--- src/rtl/lock_arbiter_if.sv ---
// lock_arbiter_if: REQ/GNT bundle between two requester units and one
// lock_arbiter instance.
//
// Handshake: REQx is level-held by the requester until gntx is seen, and is
// then kept high for as long as the resource is needed. Dropping REQx
// releases the grant on the next rising edge. A tox pulse means the arbiter
// revoked the grant because it was held too long. The requester must then
// drop REQx for at least one edge before it can be granted again.
interface lock_arbiter_if;
    logic REQ1;
    logic REQ2;
    logic gnt1;
    logic gnt2;
    logic to1;
    logic to2;
    logic busy;

    // Requester side (drives requests, observes grants).
    modport master (
        output REQ1,
        output REQ2,
        input  gnt1,
        input  gnt2,
        input  to1,
        input  to2,
        input  busy
    );

    // Arbiter side.
    modport slave (
        input  REQ1,
        input  REQ2,
        output gnt1,
        output gnt2,
        output to1,
        output to2,
        output busy
    );
endinterface

--- src/rtl/lock_arbiter.sv ---
// lock_arbiter: two-requester, single-resource lock arbiter.
//
// - Requester 1 wins contention from IDLE.
// - An active grant is never pre-empted.
// - A grant held for HOLD_MAX cycles is revoked. The holder is then locked out
//   until it drops its request. HOLD_MAX = 0 disables the watchdog.
// - Release to IDLE always costs one cycle before the other side is granted
//   (break-before-make).
//
// Optional build macro LOCK_ARBITER_ROUND_ROBIN_EN: on contention, grant the
// requester not served most recently instead of always requester 1.
//
// Debug outputs: dbg_state is the FSM state (0 idle, 1 grant1, 2 grant2).
// dbg_lock is {lock2, lock1}.
module lock_arbiter #(
    parameter int HOLD_MAX = 17
) (
    input  logic           CLK,
    input  logic           RST,
    lock_arbiter_if.slave  bus,
    output logic [1:0]     dbg_state,
    output logic [1:0]     dbg_lock
);

    // Counter wide enough to hold HOLD_MAX; never narrower than one bit.
    localparam int CW = (HOLD_MAX < 1) ? 1 : $clog2(HOLD_MAX + 1);
    localparam logic [CW-1:0] CNT_ONE  = CW'(1);
    localparam logic [CW-1:0] CNT_SAT  = {CW{1'b1}};
    localparam logic [CW-1:0] CNT_HOLD = CW'(HOLD_MAX);
    localparam bit            WD_EN    = (HOLD_MAX != 0);

    typedef enum logic [1:0] {
        S_IDLE   = 2'd0,
        S_GRANT1 = 2'd1,
        S_GRANT2 = 2'd2
    } state_t;

    state_t        state, state_nxt;
    logic [CW-1:0] cnt, cnt_nxt;
    logic          lock1, lock1_nxt;
    logic          lock2, lock2_nxt;
    logic          to1_q, to1_nxt;
    logic          to2_q, to2_nxt;

    logic          req1, req2;
    logic          ereq1, ereq2;
    logic          pick1;
    logic          hold_expired;

    assign req1  = bus.REQ1;
    assign req2  = bus.REQ2;

    // A locked requester is invisible to arbitration until it lets go.
    assign ereq1 = req1 & ~lock1;
    assign ereq2 = req2 & ~lock2;

    // The holder has used its full budget. The revoke happens on the next
    // edge, and only if the holder is still requesting.
    assign hold_expired = WD_EN && (cnt == CNT_HOLD);

`ifdef LOCK_ARBITER_ROUND_ROBIN_EN
    // 1 = requester 2 was served most recently. Reset value is "last
    // served 2", so requester 1 wins the first contention.
    logic last2, last2_nxt;

    assign pick1 = last2;

    // Pointer follows every grant entry out of IDLE.
    always_comb begin
        last2_nxt = last2;
        if (state == S_IDLE && state_nxt == S_GRANT1) last2_nxt = 1'b0;
        if (state == S_IDLE && state_nxt == S_GRANT2) last2_nxt = 1'b1;
    end

    // Pointer register.
    always_ff @(posedge CLK or posedge RST) begin
        if (RST) last2 <= 1'b1;
        else     last2 <= last2_nxt;
    end
`else
    // Fixed priority: requester 1 always wins contention.
    assign pick1 = 1'b1;
`endif

    // Next-state, hold counter, lockout and timeout-pulse decisions.
    always_comb begin
        state_nxt = state;
        cnt_nxt   = cnt;
        // A lock survives only while its requester keeps REQ high.
        lock1_nxt = lock1 & req1;
        lock2_nxt = lock2 & req2;
        to1_nxt   = 1'b0;
        to2_nxt   = 1'b0;

        case (state)
            S_IDLE: begin
                cnt_nxt = '0;
                if (ereq1 && (!ereq2 || pick1)) begin
                    state_nxt = S_GRANT1;
                    cnt_nxt   = CNT_ONE;
                end else if (ereq2) begin
                    state_nxt = S_GRANT2;
                    cnt_nxt   = CNT_ONE;
                end
            end

            S_GRANT1: begin
                // Release beats timeout when both land on the same edge.
                if (!req1) begin
                    state_nxt = S_IDLE;
                    cnt_nxt   = '0;
                end else if (hold_expired) begin
                    state_nxt = S_IDLE;
                    cnt_nxt   = '0;
                    lock1_nxt = 1'b1;
                    to1_nxt   = 1'b1;
                end else if (cnt != CNT_SAT) begin
                    cnt_nxt = cnt + CNT_ONE;
                end
            end

            S_GRANT2: begin
                if (!req2) begin
                    state_nxt = S_IDLE;
                    cnt_nxt   = '0;
                end else if (hold_expired) begin
                    state_nxt = S_IDLE;
                    cnt_nxt   = '0;
                    lock2_nxt = 1'b1;
                    to2_nxt   = 1'b1;
                end else if (cnt != CNT_SAT) begin
                    cnt_nxt = cnt + CNT_ONE;
                end
            end

            default: begin
                state_nxt = S_IDLE;
                cnt_nxt   = '0;
            end
        endcase
    end

    // State, counter, lockout flags and timeout pulses. Reset clears
    // everything immediately, including the outputs, with no pulse.
    always_ff @(posedge CLK or posedge RST) begin
        if (RST) begin
            state <= S_IDLE;
            cnt   <= '0;
            lock1 <= 1'b0;
            lock2 <= 1'b0;
            to1_q <= 1'b0;
            to2_q <= 1'b0;
        end else begin
            state <= state_nxt;
            cnt   <= cnt_nxt;
            lock1 <= lock1_nxt;
            lock2 <= lock2_nxt;
            to1_q <= to1_nxt;
            to2_q <= to2_nxt;
        end
    end

    // Grants decode directly from the state register, so they are registered
    // and mutually exclusive by construction.
    assign bus.gnt1  = (state == S_GRANT1);
    assign bus.gnt2  = (state == S_GRANT2);
    assign bus.busy  = (state == S_GRANT1) || (state == S_GRANT2);
    assign bus.to1   = to1_q;
    assign bus.to2   = to2_q;

    assign dbg_state = state;
    assign dbg_lock  = {lock2, lock1};

`ifndef SYNTHESIS
    // The two grants must never be high together.
    always_ff @(posedge CLK) begin
        if (!RST) assert (!(bus.gnt1 && bus.gnt2));
    end
`endif

endmodule
--- src/flat_wrapper.sv ---
// flat-port wrapper written by rule: the top's interface ports become plain ports
module lock_arbiter_flat 
#(
    parameter int HOLD_MAX = 17
)
  (CLK, RST, dbg_state, dbg_lock, bus_REQ1, bus_REQ2, bus_gnt1, bus_gnt2, bus_to1, bus_to2, bus_busy);
  lock_arbiter_if bus_i ();
  input  logic CLK;
  input  logic RST;
  output logic [1:0] dbg_state;
  output logic [1:0] dbg_lock;
  input wire logic [$bits(bus_i.REQ1)-1:0] bus_REQ1;
  input wire logic [$bits(bus_i.REQ2)-1:0] bus_REQ2;
  output wire logic [$bits(bus_i.gnt1)-1:0] bus_gnt1;
  output wire logic [$bits(bus_i.gnt2)-1:0] bus_gnt2;
  output wire logic [$bits(bus_i.to1)-1:0] bus_to1;
  output wire logic [$bits(bus_i.to2)-1:0] bus_to2;
  output wire logic [$bits(bus_i.busy)-1:0] bus_busy;
  assign bus_i.REQ1 = bus_REQ1;
  assign bus_i.REQ2 = bus_REQ2;
  assign bus_gnt1 = bus_i.gnt1;
  assign bus_gnt2 = bus_i.gnt2;
  assign bus_to1 = bus_i.to1;
  assign bus_to2 = bus_i.to2;
  assign bus_busy = bus_i.busy;
  lock_arbiter #(.HOLD_MAX(HOLD_MAX)) u_core (.CLK(CLK), .RST(RST), .bus(bus_i), .dbg_state(dbg_state), .dbg_lock(dbg_lock));
endmodule
--- config.mk ---
export PLATFORM = sky130hd
export DESIGN_NAME = lock_arbiter_flat
export DESIGN_NICKNAME = d
export VERILOG_FILES = /design/src/rtl/lock_arbiter_if.sv /design/src/rtl/lock_arbiter.sv /design/src/flat_wrapper.sv
export SDC_FILE = /design/constraint.sdc
export NUM_CORES = 1
export LEC_CHECK = 0
export ABC_AREA = 1
export BUFFER_PORTS_ARGS = -buffer_cell sky130_fd_sc_hd__buf_2
export CAP_MARGIN = 5
export CORE_MARGIN = 2
export CORE_UTILIZATION = 30
export DETAILED_ROUTE_END_ITERATION = 7
export PLACE_DENSITY = 0.59
export SYNTH_ARGS = -nofsm -noshare
export SYNTH_HDL_FRONTEND = slang
export SYNTH_SLANG_ARGS = --single-unit
--- constraint.sdc ---
create_clock -name CLK -period 1.6 [get_ports CLK]
set_input_delay 0.24 -clock CLK [delete_from_list [all_inputs] [get_ports CLK]]
set_output_delay 0.24 -clock CLK [all_outputs]
set_load 0.005 [all_outputs]
; Yosys cells after proc, flatten, opt, wreduce, memory -nomap -nowiden
; Index checks and enable logic that the tools add are counted.
[word_totals]
reg_bits = 11
in_bits = 4
output_inout_bits = 9
elab_cells = 44
[classes]
n_addsub = 1
eq_ne = 5
mux = 24
bitwise = 6
n_reduce_logical = 2
[ops]
columns = cell, n
row1 = $mux 5, 5
row2 = $pmux 5 s3, 1
row3 = $mux 1, 12
row4 = $mux 2, 5
row5 = $pmux 2 s3, 1
row6 = $add 5x1->5 const B, 1
row7 = $eq 5x5->1 const B, 1
row8 = $ne 5x5->1 const B, 1
row9 = $and 1x1->1, 4
row10 = $ne 3x1->1 const B, 1
row11 = $eq 2x1->1 const B, 1
row12 = $eq 2x2->1 const B, 1
row13 = $logic_not 2->1, 1
row14 = $not 1->1, 2
row15 = $logic_or 1x1->1, 1

; Logic depth before layout (Yosys ltp)
; Gate-level depths: netlist of run 1.
[depth]
word_depth = 5
mapped_depth = 9
mapped_depth_nobuf = 9

; Worst setup path after synthesis of run 1
; OpenSTA, ideal clock, no wires.
[synth_path]
kind = register to register
from = register u_core.state[0], in the netlist u_core.dbg_state[0]
to = register u_core.cnt[0]
setup_ns = 0.116
arrival_time_ns = 1.119
required_ns = 1.484
setup_slack_ns = 0.365
path_stages_with_launch = 9
path_buffers = 0
synth_period_minus_slack_ns = 1.235
path_cell_list = dfrtp_1 -> inv_1 -> ha_1 -> nand2_1 -> nand2_1 -> nand3_2 -> inv_1 -> nand2_1 -> nand2_1
[synth_between]
elab_chain_cells = 2
word_cells_on_any_way = 4
cone_classes = 2 x eq/ne / 1 x mux / 1 x reduce/logical
[synth_rtl]
columns = element, line_no
row1 = from (decl), lock_arbiter.sv:38  ; state_t state, state_nxt;
row2 = from (signal assigned), lock_arbiter.sv:154  ; state <= state_nxt;
row3 = $eq 2x2->1, --
row4 = via bus_gnt2, flat_wrapper.sv:15  ; output wire logic [$bits(bus_i.gnt2)-1:0] bus_gnt2;
row5 = $pmux 5 s3, lock_arbiter.sv:95  ; case (state)
row6 = via u_core.cnt_nxt[0], lock_arbiter.sv:39  ; logic [CW-1:0] cnt, cnt_nxt;
row7 = to (signal assigned), lock_arbiter.sv:155  ; cnt <= cnt_nxt;
row8 = to (decl), lock_arbiter.sv:39
; The timed path passes the listed nets, and every way through them passes these cells.
; A chain may end at the register's enable or synchronous reset.

; Worst setup path after layout of run 1
[layout_path]
from = register u_core.state[0], in the netlist u_core.dbg_state[0]
to = output port bus_busy
[layout_between]
elab_chain_cells = 2
word_cells_on_any_way = 3
cone_classes = 2 x eq/ne / 1 x reduce/logical
[layout_rtl]
columns = element, line_no
row1 = $eq 2x1->1 or $eq 2x2->1 (tied branches), lock_arbiter.sv:167  ; assign bus.busy = (state == S_GRANT1) || (state == S_GRANT2);
row2 = $logic_or 1x1->1 *, lock_arbiter.sv:167
row3 = to (decl), flat_wrapper.sv:18  ; output wire logic [$bits(bus_i.busy)-1:0] bus_busy;
; Every way passes the cells marked *; elsewhere a longest branch is shown, timed or not.

==> results of run 1 <==
kinds of logic (layout without fill, tap and decap cells):
family          count (synthesis)  after routing  share of synthesized area, %
compound gates                  6              6                          4.70
fa+ha+maj                       6              6                          11.7
buf+inv                        15             30                          9.98
flops                          11             11                          43.1
simple gates                   46             46                          30.5
repair_timing:
action                                 4_1_cts  5_1_grt
setup endpoints to repair                    0        0
endpoints found under the hold margin       11        0
hold buffers                                 1        0
layout by cell type, fill, tap and decap left out, drive strengths merged:
| cell | n |
|---|---|
| nand2 | 29 |
| inv | 13 |
| buf | 12 |
| dfrtp | 11 |
| nand3 | 8 |
| nor2 | 7 |
| ha | 6 |
| a21oi | 3 |
| o21ai | 3 |
| clkbuf | 3 |
| nand4 | 1 |
| or2 | 1 |
| clkinv | 1 |
| dlygate4sd3 | 1 |
power by group:
group	switching (mW)	internal [mW]
Sequential	0.0612	0.322
Combinational	0.201	0.154
Clock	0.0905	0.0923
Total	0.352	0.568
layer usage:
metal	routed length, microns	track usage (%)	up-vias
li1	-	-	286
met1	546	13.5	237
met2	524	16.7	10
met3	46	1.79	2
met4	6	5.56	0
met5	0	0	-
critical path, delay by kind of cell (launching register included):
kind / cells / cell delay (ps)
flip-flops: 1 / 450
adder cells (fa/ha/maj): 1 / 290
buffers and inverters: 2 / 210
per-stage QoR:
stage | cells | instance area, sq um | utilization (%) | setup WS (ps) | hold slack [ps]
after CTS | 126 | 756 | 38.1 | 140 | 210
after floorplan | 84 | 639 | - | 365 | 92.4
after global routing | 126 | 756 | 38.1 | 66.2 | 252
after global placement | 121 | 718 | 36.2 | 258 | 253
after detailed placement | 121 | 718 | 36.2 | 262 | 256
final | 126 | 756 | 38.1 | 150 | 217
sequential cells by signal, indices dropped and copies added, names as in the netlist:
signal / count
u_core.lock1: 1
u_core.bus.to2: 1
u_core.bus.to1: 1
u_core.cnt: 5
u_core.dbg_state: 2
u_core.lock2: 1
path summary, 6_finish.rpt:
kind | start | end | slack, ps | cells after the start
max | u_core.dbg_state[0] | bus_busy | 150 | 3
min | bus_REQ2 | u_core.lock2 | 220 | 3
max reg2reg | u_core.dbg_state[0] | u_core.cnt[0] | 240 | 8
min reg2reg | u_core.lock2 | u_core.lock2 | 510 | 2
min in group asynchronous | RST | u_core.cnt[4] | 500 | 3
max in group asynchronous | RST | u_core.cnt[0] | 810 | 3
layout make-up:
type | count | area share, %
Inverter | 13 | 6.46
Timing Repair Buffer | 13 | 9.27
Clock buffer | 3 | 2.98
Tap cell | 27 | 4.47
Multi-Input combinational cell | 58 | 39.7
Clock inverter | 1 | 0.662
Sequential cell | 11 | 36.4
==> summary.md, run 1 <==
| Metric | Value |
|---|---|
| Worst EP required | `~1400 ps` |
| Cell taking the most area after synthesis | `dfrtp_1` |
| Die area | `roughly 0.0025 sq mm` |
| FFs w/ async S/R, synth | `100%` |
| Post-synthesis sequential area ratio | `43.1%` |
| Worst skew pair latency | `roughly 260 ps` |
| CTS clk-pin slew, worst paths | `70 ps` |
| Commonest cells post-synth | `nand2_1, inv_1, dfrtp_1, nand3_1, nor2_1` |
| Layout cells sized above 1 | `19.2%` |
| DRT iter0 DRCs | `5` |
| VDD IR max | `roughly 0.66 mV` |
| Fmax | `690 MHz` |
| Worst Skew | `about 3.2 ps` |
| # setup viols final | `0` |
| All-Layer GR Usage | `between 10% and 20%` |
| Rel. slew slack | `72.6%` |
| Synthesis-to-finish area growth | `18.2%` |
| Vias | `535` |
| Max Fanout on Critical Path | `6` |
| Post CTS Setup Buffer Count | `0` |
| Vias per cell | `4.25` |
| # clock sinks | `11` |
| # fillers | `between 200 and 250` |
| Max-slew violations | `0` |
| Gr ovfl total | `0` |
| Core Rows | `16` |
| Synth Warn # | `0` |
| Die Width | `50.2 microns` |
| Post-DP HPWL | `~890 microns` |
| Worst-path cell chain | `inv_1 -> ha_1 -> buf_2` |
| Synth area leaders | `dfrtp_1, nand2_1, ha_1, inv_1, nand3_1` |
| CTS tree | `built` |
| CTS Buf Count | `3` |
| RSZ-0062 raised after global routing | `no` |
| Wirelength, routed | `between 1 and 1.5 mm` |
| Avg WL per Cell | `slightly below 9 microns` |
| DRC | `0` |
| Die Height | `approximately 50 microns` |
| Top cell type's share of synthesized area | `43.1%` |
| Post-synth cell types | `13` |
| Worst EP arrival | `1210 ps` |
| Avg Cell Area, Syn | `7.61 sq um` |
| Worst-Margin Slew | `410 ps` |
| Syn Std Cell Area | `639 sq um` |
| Initial antenna violation count | `0` |
| LEAKAGE | `0.432 nW` |
| Period minus WS final | `1450 ps` |
| Critical Path Start Type | `register` |
| Min-Delay Path Class | `in2reg` |
| Max stage delay cell, worst path | `dfrtp_1` |
| Fin nets | `110` |
| Number of synthesized register bits | `11` |
| 1st-pass router iterations | `4` |
| Critical path class | `reg2out` |
| Area of the multi-input gates | `300 sq um` |
| Initial Util | `32.3%` |
| Antenna diodes | `0` |
| Worst setup EP type | `output port` |
| Detail Route Antenna Nets | `0` |
| Max Cap Viol | `0` |
| Count leader, synth | `nand2_1` |
| Root buf cell | `clkbuf_4` |
| Max clock buf depth | `2` |
| Syn Nets | `94` |
| Cell Pwr Density | `1220 mW/mm^2` |
| Top_reg_cell synth | `dfrtp_1` |
| Number of H-tree levels | `1` |
| Count of flip-flops with a built-in enable after synthesis | `0` |
| Largest net degree at the start of global routing | `12` |
| IO Port Bufs | `12` |
| Final Power | `0.920 mW` |
| Fin crit share | `90.6%` |
| I/O Pins | `13` |
| Mapped Cells | `84` |
| Setup TNS Final | `0 ps` |
| Outcome | `complete, no violations` |
| Resize count post-CTS | `0` |
| GP Congestion | `0.810` |
| Vias in the first global route | `500` |
| Final Hold Vio Count | `0` |
| Crit-path max cell delay | `450 ps` |
| Sequential Area | `approximately 280 sq um` |
| Core Box Area | `about 0.0020 sq mm` |
| First-pass GRT wire length | `slightly above 2 mm` |
Power figures use the tool's default switching activity.
==> inputs of run 2 (changes only) <==
- CORE_MARGIN: 2 -> 10
- clock period: 1.6 -> 1.59 ns (I/O delays scaled with it)
==> run 2 against run 1 <==
Against the previous run: non-clock buffer count is the same; cell count is the same; register-to-register slack lost 30 ps; largest cell class unchanged; highest routed layer unchanged.
==> summary.md, run 2 (synthesis gave the netlist of run 1 again) <==
| Metric | Value |
|---|---|
| DRT iter0 DRCs | `34 (+29)` |
| Synthesis-to-finish area growth | `18.0%` |
| Core Rows | `16 (unchanged)` |
| Worst EP arrival | `1220 ps (about the same)` |
| Largest net degree at the start of global routing | `12 (unchanged)` |
| Flop2flop setup slack | `210 ps (-30 ps)` |
| Detail Route Antenna Nets | `0 (unchanged)` |
| Worst skew pair latency | `270 ps (about the same)` |
| Final Power | `0.935 mW (+1.6%)` |
| Worst setup EP type | `output port` |
| Fmax | `687 MHz` |
| Setup WS pre-CTS | `254 ps (-8.32 ps)` |
| Worst EP required | `1350 ps (about the same)` |
| Outcome | `complete, no violations` |
| Die Height | `66.2 microns (+32%)` |
| Die Width | `66.2 microns (+32%)` |
| Setup TNS Final | `0 ps (unchanged)` |
| Fin crit share | `91.5%` |
| Final Hold Vio Count | `0 (unchanged)` |
| Min-Delay Path Class | `in2reg` |
| Top reg by flops | `u_core.cnt` |
| Antenna diodes | `0 (unchanged)` |
| # setup viols final | `0 (unchanged)` |
| Placed inst area | `718 sq um (unchanged)` |
| Critical path class | `reg2out` |
| GP Congestion | `0.779 (-3.7%)` |
| # clock sinks | `11 (unchanged)` |
| Root buf cell | `clkbuf_4` |
| Die area | `0.00438 sq mm (+74%)` |
| All-Layer GR Usage | `6.32% (-4.2 points)` |
| Commonest non-fill, non-tap cell in the layout | `nand2_1` |
| I/O Pins | `13 (unchanged)` |
| Max Fanout on Critical Path | `6 (unchanged)` |
| Cell Pwr Density | `1240 mW/mm^2 (+1.8%)` |
| Design area | `754 sq um (-0.17%)` |
| Post-DP HPWL | `975 microns (+9.1%)` |
| Initial antenna violation count | `0 (unchanged)` |
| CTS Buf Count | `3 (unchanged)` |
| Period minus WS final | `1450 ps` |
| Resize count post-CTS | `0 (unchanged)` |
| Vias in the first global route | `516 (+3.2%)` |
| Vias | `536 (+0.19%)` |
| Avg WL per Cell | `10.0 microns (+12%)` |
| Worst-Margin Slew | `432 ps (+22.2 ps)` |
| Wirelength, routed | `1.26 mm (+12%)` |
| Hold Buf Count CTS | `1 (unchanged)` |
| Initial Util | `31.9% (-0.32 points)` |
| Rel. slew slack | `71.1% (-1.5 points)` |
| VDD IR max | `0.741 mV (+12%)` |
| Setup ws final | `135 ps (-14.7 ps)` |
| Post CTS Setup Buffer Count | `0 (unchanged)` |
| Max clock buf depth | `2 (unchanged)` |
| Gr ovfl total | `0 (unchanged)` |
| IO Port Bufs | `12 (unchanged)` |
| Layout cells sized above 1 | `18.2% (-1.0 points)` |
| Most frequent cells in the layout | `nand2_1, inv_1, buf_2, dfrtp_1` |
| Max Cap Viol | `0 (unchanged)` |
| Number of H-tree levels | `1 (unchanged)` |
| Core Box Area | `0.00200 sq mm (+1.0%)` |
| Cells after DPL | `121 (unchanged)` |
| DRC | `0 (unchanged)` |
| CTS clk-pin slew, worst paths | `70 ps (about the same)` |
| Fin nets | `110 (unchanged)` |
| 1st-pass router iterations | `4 (unchanged)` |
| Critical Path Start Type | `register` |
| Max-slew violations | `0 (unchanged)` |
| First-pass GRT wire length | `2.15 mm (+6.5%)` |
| Vias per cell | `4.25 (+0.19%)` |
| Largest register FFs | `5 (unchanged)` |
| RSZ-0062 raised after global routing | `no` |
| Worst Skew | `3.14 ps (-0.106 ps)` |
| Post-Layout Cell Count | `126 (unchanged)` |
| LEAKAGE | `0.429 nW (-0.63%)` |
| CTS tree | `built` |
[run 2: per-layer routing]
metal	share of wire [%]	vias to the layer above	GRT usage (%)
met2	42	14	8.73
met1	51	233	7.89
met3	6.5	2	3.56
li1	-	287	-
met4	0.63	0	2.36
met5	0	-	0
[run 2: power breakdown]
part / internal [mW] / switching, mW / total (mW)
registers: 0.323 / 0.0621 / 0.386
logic: 0.154 / 0.204 / 0.357
clock network: 0.0971 / 0.0949 / 0.192
[run 2: final timing paths]
check | from | to | depth (start not counted)
setup / recovery | u_core.dbg_state[0] | bus_busy | 3
hold / removal | bus_REQ2 | u_core.lock2 | 3
setup reg to reg | u_core.dbg_state[0] | u_core.cnt[0] | 8
hold reg to reg | u_core.lock2 | u_core.lock2 | 2
max in group asynchronous | RST | u_core.cnt[1] | 3
min in group asynchronous | RST | u_core.lock1 | 3
[run 2: stage by stage]
stage          util (%)  hold WS, ps
2_1_floorplan         -         90.9
3_5_place_dp       35.9          260
5_1_grt            37.7          200
4_1_cts            37.7          198
3_3_place_gp       35.9          252
6_report           37.7          202
[run 2: area by class of cell]
class / count / area (sq um)
sequential: 11 / 275
clock buffer: 4 / 26.3
tap: 27 / 33.8
inverter: 13 / 48.8
multi-input combinational: 58 / 300
fill: 219 / 1250
timing repair buffer: 13 / 70.1
[run 2: worst max-delay path, stage by stage (launching register included)]
cell and delay, ps:
dfrtp_1 440, inv_1 90, ha_1 290, buf_2 120
==> inputs of run 3 (changes only) <==
- ABC_AREA: 1 -> 0
==> run 3 against run 2 <==
Against the previous run: die area shrank 1.9%; combinational power is 57% higher; clock power about the same; flip-flop and latch count unchanged; first-iteration DRC count decreased by 41%; clock-buffer cell count did not move; clock skew decreased by 0.69 ps; wire length grew 6.7%; critical endpoint is now bus_gnt2; largest cell class unchanged; largest power group is now combinational cells.
==> summary.md, run 3 <==
| Metric | Value |
|---|---|
| # setup viols final | `0 (unchanged)` |
| Fmax | `649 MHz (-5.5%)` |
| RSZ-0062 raised after global routing | `yes` |
| DRC | `0 (unchanged)` |
| Critical Path Start Type | `register` |
| Fin nets | `93 (-15%)` |
| Fin crit share | `96.9% (+5.4 points)` |
| Core Rows | `16 (unchanged)` |
| Count leader, synth | `dfrtp_1` |
| Top reg by flops | `u_core.cnt` |
| Cell Pwr Density | `1360 mW/mm^2 (+9.5%)` |
| I/O Pins | `13 (unchanged)` |
| Max clock buf depth | `2 (unchanged)` |
| Max Cap Viol | `0 (unchanged)` |
| Rel. slew slack | `72.4% (+1.2 points)` |
| GP Congestion | `0.706 (-9.4%)` |
| Most common cell type on the critical path | `buf_4` |
| Gr ovfl total | `0 (unchanged)` |
| Top cell type's share of synthesized area | `44.3% (+1.2 points)` |
| Detail Route Antenna Nets | `0 (unchanged)` |
| Worst Skew | `2.45 ps (-0.693 ps)` |
| Worst EP arrival | `1300 ps (+80 ps)` |
| Antenna diodes | `0 (unchanged)` |
| CTS clk-pin slew, worst paths | `70 ps (about the same)` |
| Largest net degree at the start of global routing | `12 (unchanged)` |
| Vias in the first global route | `529 (+2.5%)` |
| Avg WL per Cell | `12.4 microns (+23%)` |
| All-Layer GR Usage | `7.15% (+0.83 points)` |
| CTS Buf Count | `3 (unchanged)` |
| Most frequent cells in the layout | `buf_2, buf_4, dfrtp_1, and3_1, a21oi_1` |
| # fillers | `209 (-4.6%)` |
| Vias | `507 (-5.4%)` |
| Cell taking the most area after synthesis | `dfrtp_1` |
| LEAKAGE | `0.413 nW (-3.7%)` |
| Die Height | `65.5 microns (-0.96%)` |
| Top_reg_cell synth | `dfrtp_1` |
| Final Hold Vio Count | `0 (unchanged)` |
| CTS tree | `built` |
| Initial Util | `31.7% (-0.24 points)` |
| Die Width | `65.5 microns (-0.96%)` |
| Synth Warn # | `0 (unchanged)` |
| Max stage delay cell, worst path | `dfrtp_2` |
| Syn Nets | `68 (-28%)` |
| DRT iter0 DRCs | `20 (-41%)` |
| Avg Cell Area, Syn | `10.7 sq um (+41%)` |
| Commonest cells post-synth | `dfrtp_1, ha_1, inv_1, a21oi_1, and3_1` |
| Post-synth cell types | `23 (+10)` |
| Final core utilization | `42.3% (+4.6 points)` |
| Min-Delay Path Class | `in2reg` |
| Root buf cell | `clkbuf_4` |
| Mapped Cells | `58 (-31%)` |
| Final Power | `1.13 mW (+20%)` |
| Worst-path cell chain | `buf_4 -> ha_1 -> buf_4 -> buf_2` |
| Post-synthesis sequential area ratio | `44.3% (+1.2 points)` |
| IO Port Bufs | `12 (unchanged)` |
| Post-DP HPWL | `1.05 mm (+7.3%)` |
| Number of H-tree levels | `1 (unchanged)` |
| Synthesis-to-finish area growth | `33.4%` |
| VDD IR max | `0.488 mV (-34%)` |
| Die area | `0.00429 sq mm (-1.9%)` |
| Number of synthesized register bits | `11 (unchanged)` |
| FFs w/ async S/R, synth | `100% (unchanged)` |
| Setup WS pre-CTS | `-23.2 ps (-277 ps)` |
| Worst skew pair latency | `270 ps (about the same)` |
| Layout cells sized above 1 | `47.6% (+29 points)` |
| Vias per cell | `4.65 (+9.3%)` |
| Period minus WS final | `1540 ps (+85.1 ps)` |
| Cells after DPL | `101 (-17%)` |
| Worst EP required | `1350 ps (about the same)` |
| Placed inst area | `746 sq um (+3.8%)` |
| Setup TNS Final | `0 ps (unchanged)` |
| Worst-Margin Slew | `414 ps (-18.3 ps)` |
| Worst setup EP type | `output port` |
| Crit-path max cell delay | `430 ps (about the same)` |
| Setup ws final | `50.1 ps (-85.1 ps)` |
| Max Fanout on Critical Path | `4 (-2)` |
| Max-slew violations | `0 (unchanged)` |
| Core Box Area | `0.00196 sq mm (-2.0%)` |
| Synth area leaders | `dfrtp_1, ha_1, and3_1, buf_4, a21oi_1` |
| Largest register FFs | `5 (unchanged)` |
| Design area | `830 sq um (+10%)` |
| Critical path class | `reg2out` |
| Post-Layout Cell Count | `109 (-13%)` |
| Wirelength, routed | `1.35 mm (+6.7%)` |
| Count of flip-flops with a built-in enable after synthesis | `0 (unchanged)` |
| # clock sinks | `11 (unchanged)` |
| Commonest non-fill, non-tap cell in the layout | `buf_2` |
| Outcome | `complete, no violations` |
| Initial antenna violation count | `0 (unchanged)` |
| WHS | `235 ps (+33.0 ps)` |
| Syn Std Cell Area | `622 sq um (-2.7%)` |
| 1st-pass router iterations | `6 (+2)` |
| First-pass GRT wire length | `2.36 mm (+10%)` |
run 3: cell types whose count changed in the layout (fill, tap and decap cells not counted), moves of 4 or more:
cell / before / now
nand2_1: 28 / 1
and3_1: 0 / 4
buf_4: 0 / 10
nand3_1: 7 / 0
nor2_1: 7 / 3
inv_1: 13 / 3
run 3: timing repair:
| item | 4_1_cts | 5_1_grt |
|---|---|---|
| hold buffers | 1 | 0 |
| pin swaps | 0 | 1 |
| setup buffers | 0 | 3 |
| hold endpoints to repair | 11 | 0 |
| resized for setup | 2 | 7 |
| endpoints found under the setup margin | 1 | 7 |
run 3: worst paths after layout:
| path | slack [ps] | to | depth (start not counted) | startpoint |
|---|---|---|---|---|
| hold reg to reg | 540 | u_core.lock1 | 2 | u_core.lock1 |
| min in group asynchronous | 490 | u_core.cnt[3] | 3 | RST |
| setup reg to reg | 50 | u_core.dbg_state[1] | 5 | u_core.dbg_state[0] |
| max in group asynchronous | 780 | u_core.dbg_state[1] | 3 | RST |
| hold / removal | 230 | u_core.lock1 | 2 | bus_REQ1 |
| setup / recovery | 50 | bus_gnt2 | 4 | u_core.dbg_state[1] |
run 3: layout make-up:
type                    count  area (sq um)  area share, %
clock buffers               4          26.3           3.17
multi-input cells          39           328           39.5
well taps                  27          33.8           4.07
inverters                   5          18.8           2.26
flip-flops and latches     11           278           33.5
repair buffers             23           145           17.5
run 3: per-layer routing:
metal | up-vias | routed length, microns | global-route usage, %
met3 | 2 | 92 | 2.71
met2 | 14 | 655 | 11.2
met1 | 240 | 569 | 7.28
met5 | - | 0 | 0
met4 | 0 | 31 | 6.42
li1 | 251 | - | -
run 3: critical path, delay by kind of cell (launching register included):
kind	cells	cell delay (ps)
flops	1	430
buf+inv	3	410
fa+ha+maj	1	200
run 3: logic make-up after synthesis:
logic type	Yosys count	synth area share, %
xor gates and xnor gates	2	2.82
AOI/OAI and AO/OA	10	11.9
adders and majority gates	6	12.1
and+or+nand+nor	21	22.3
buffers and inverters	8	6.64
DFF	11	44.3
run 3: where the power goes:
part / switching [mW] / internal (mW) / total, mW
combinational: 0.254 / 0.306 / 0.560
sequential: 0.0442 / 0.329 / 0.373
clock: 0.0959 / 0.0971 / 0.193
total: 0.394 / 0.732 / 1.13
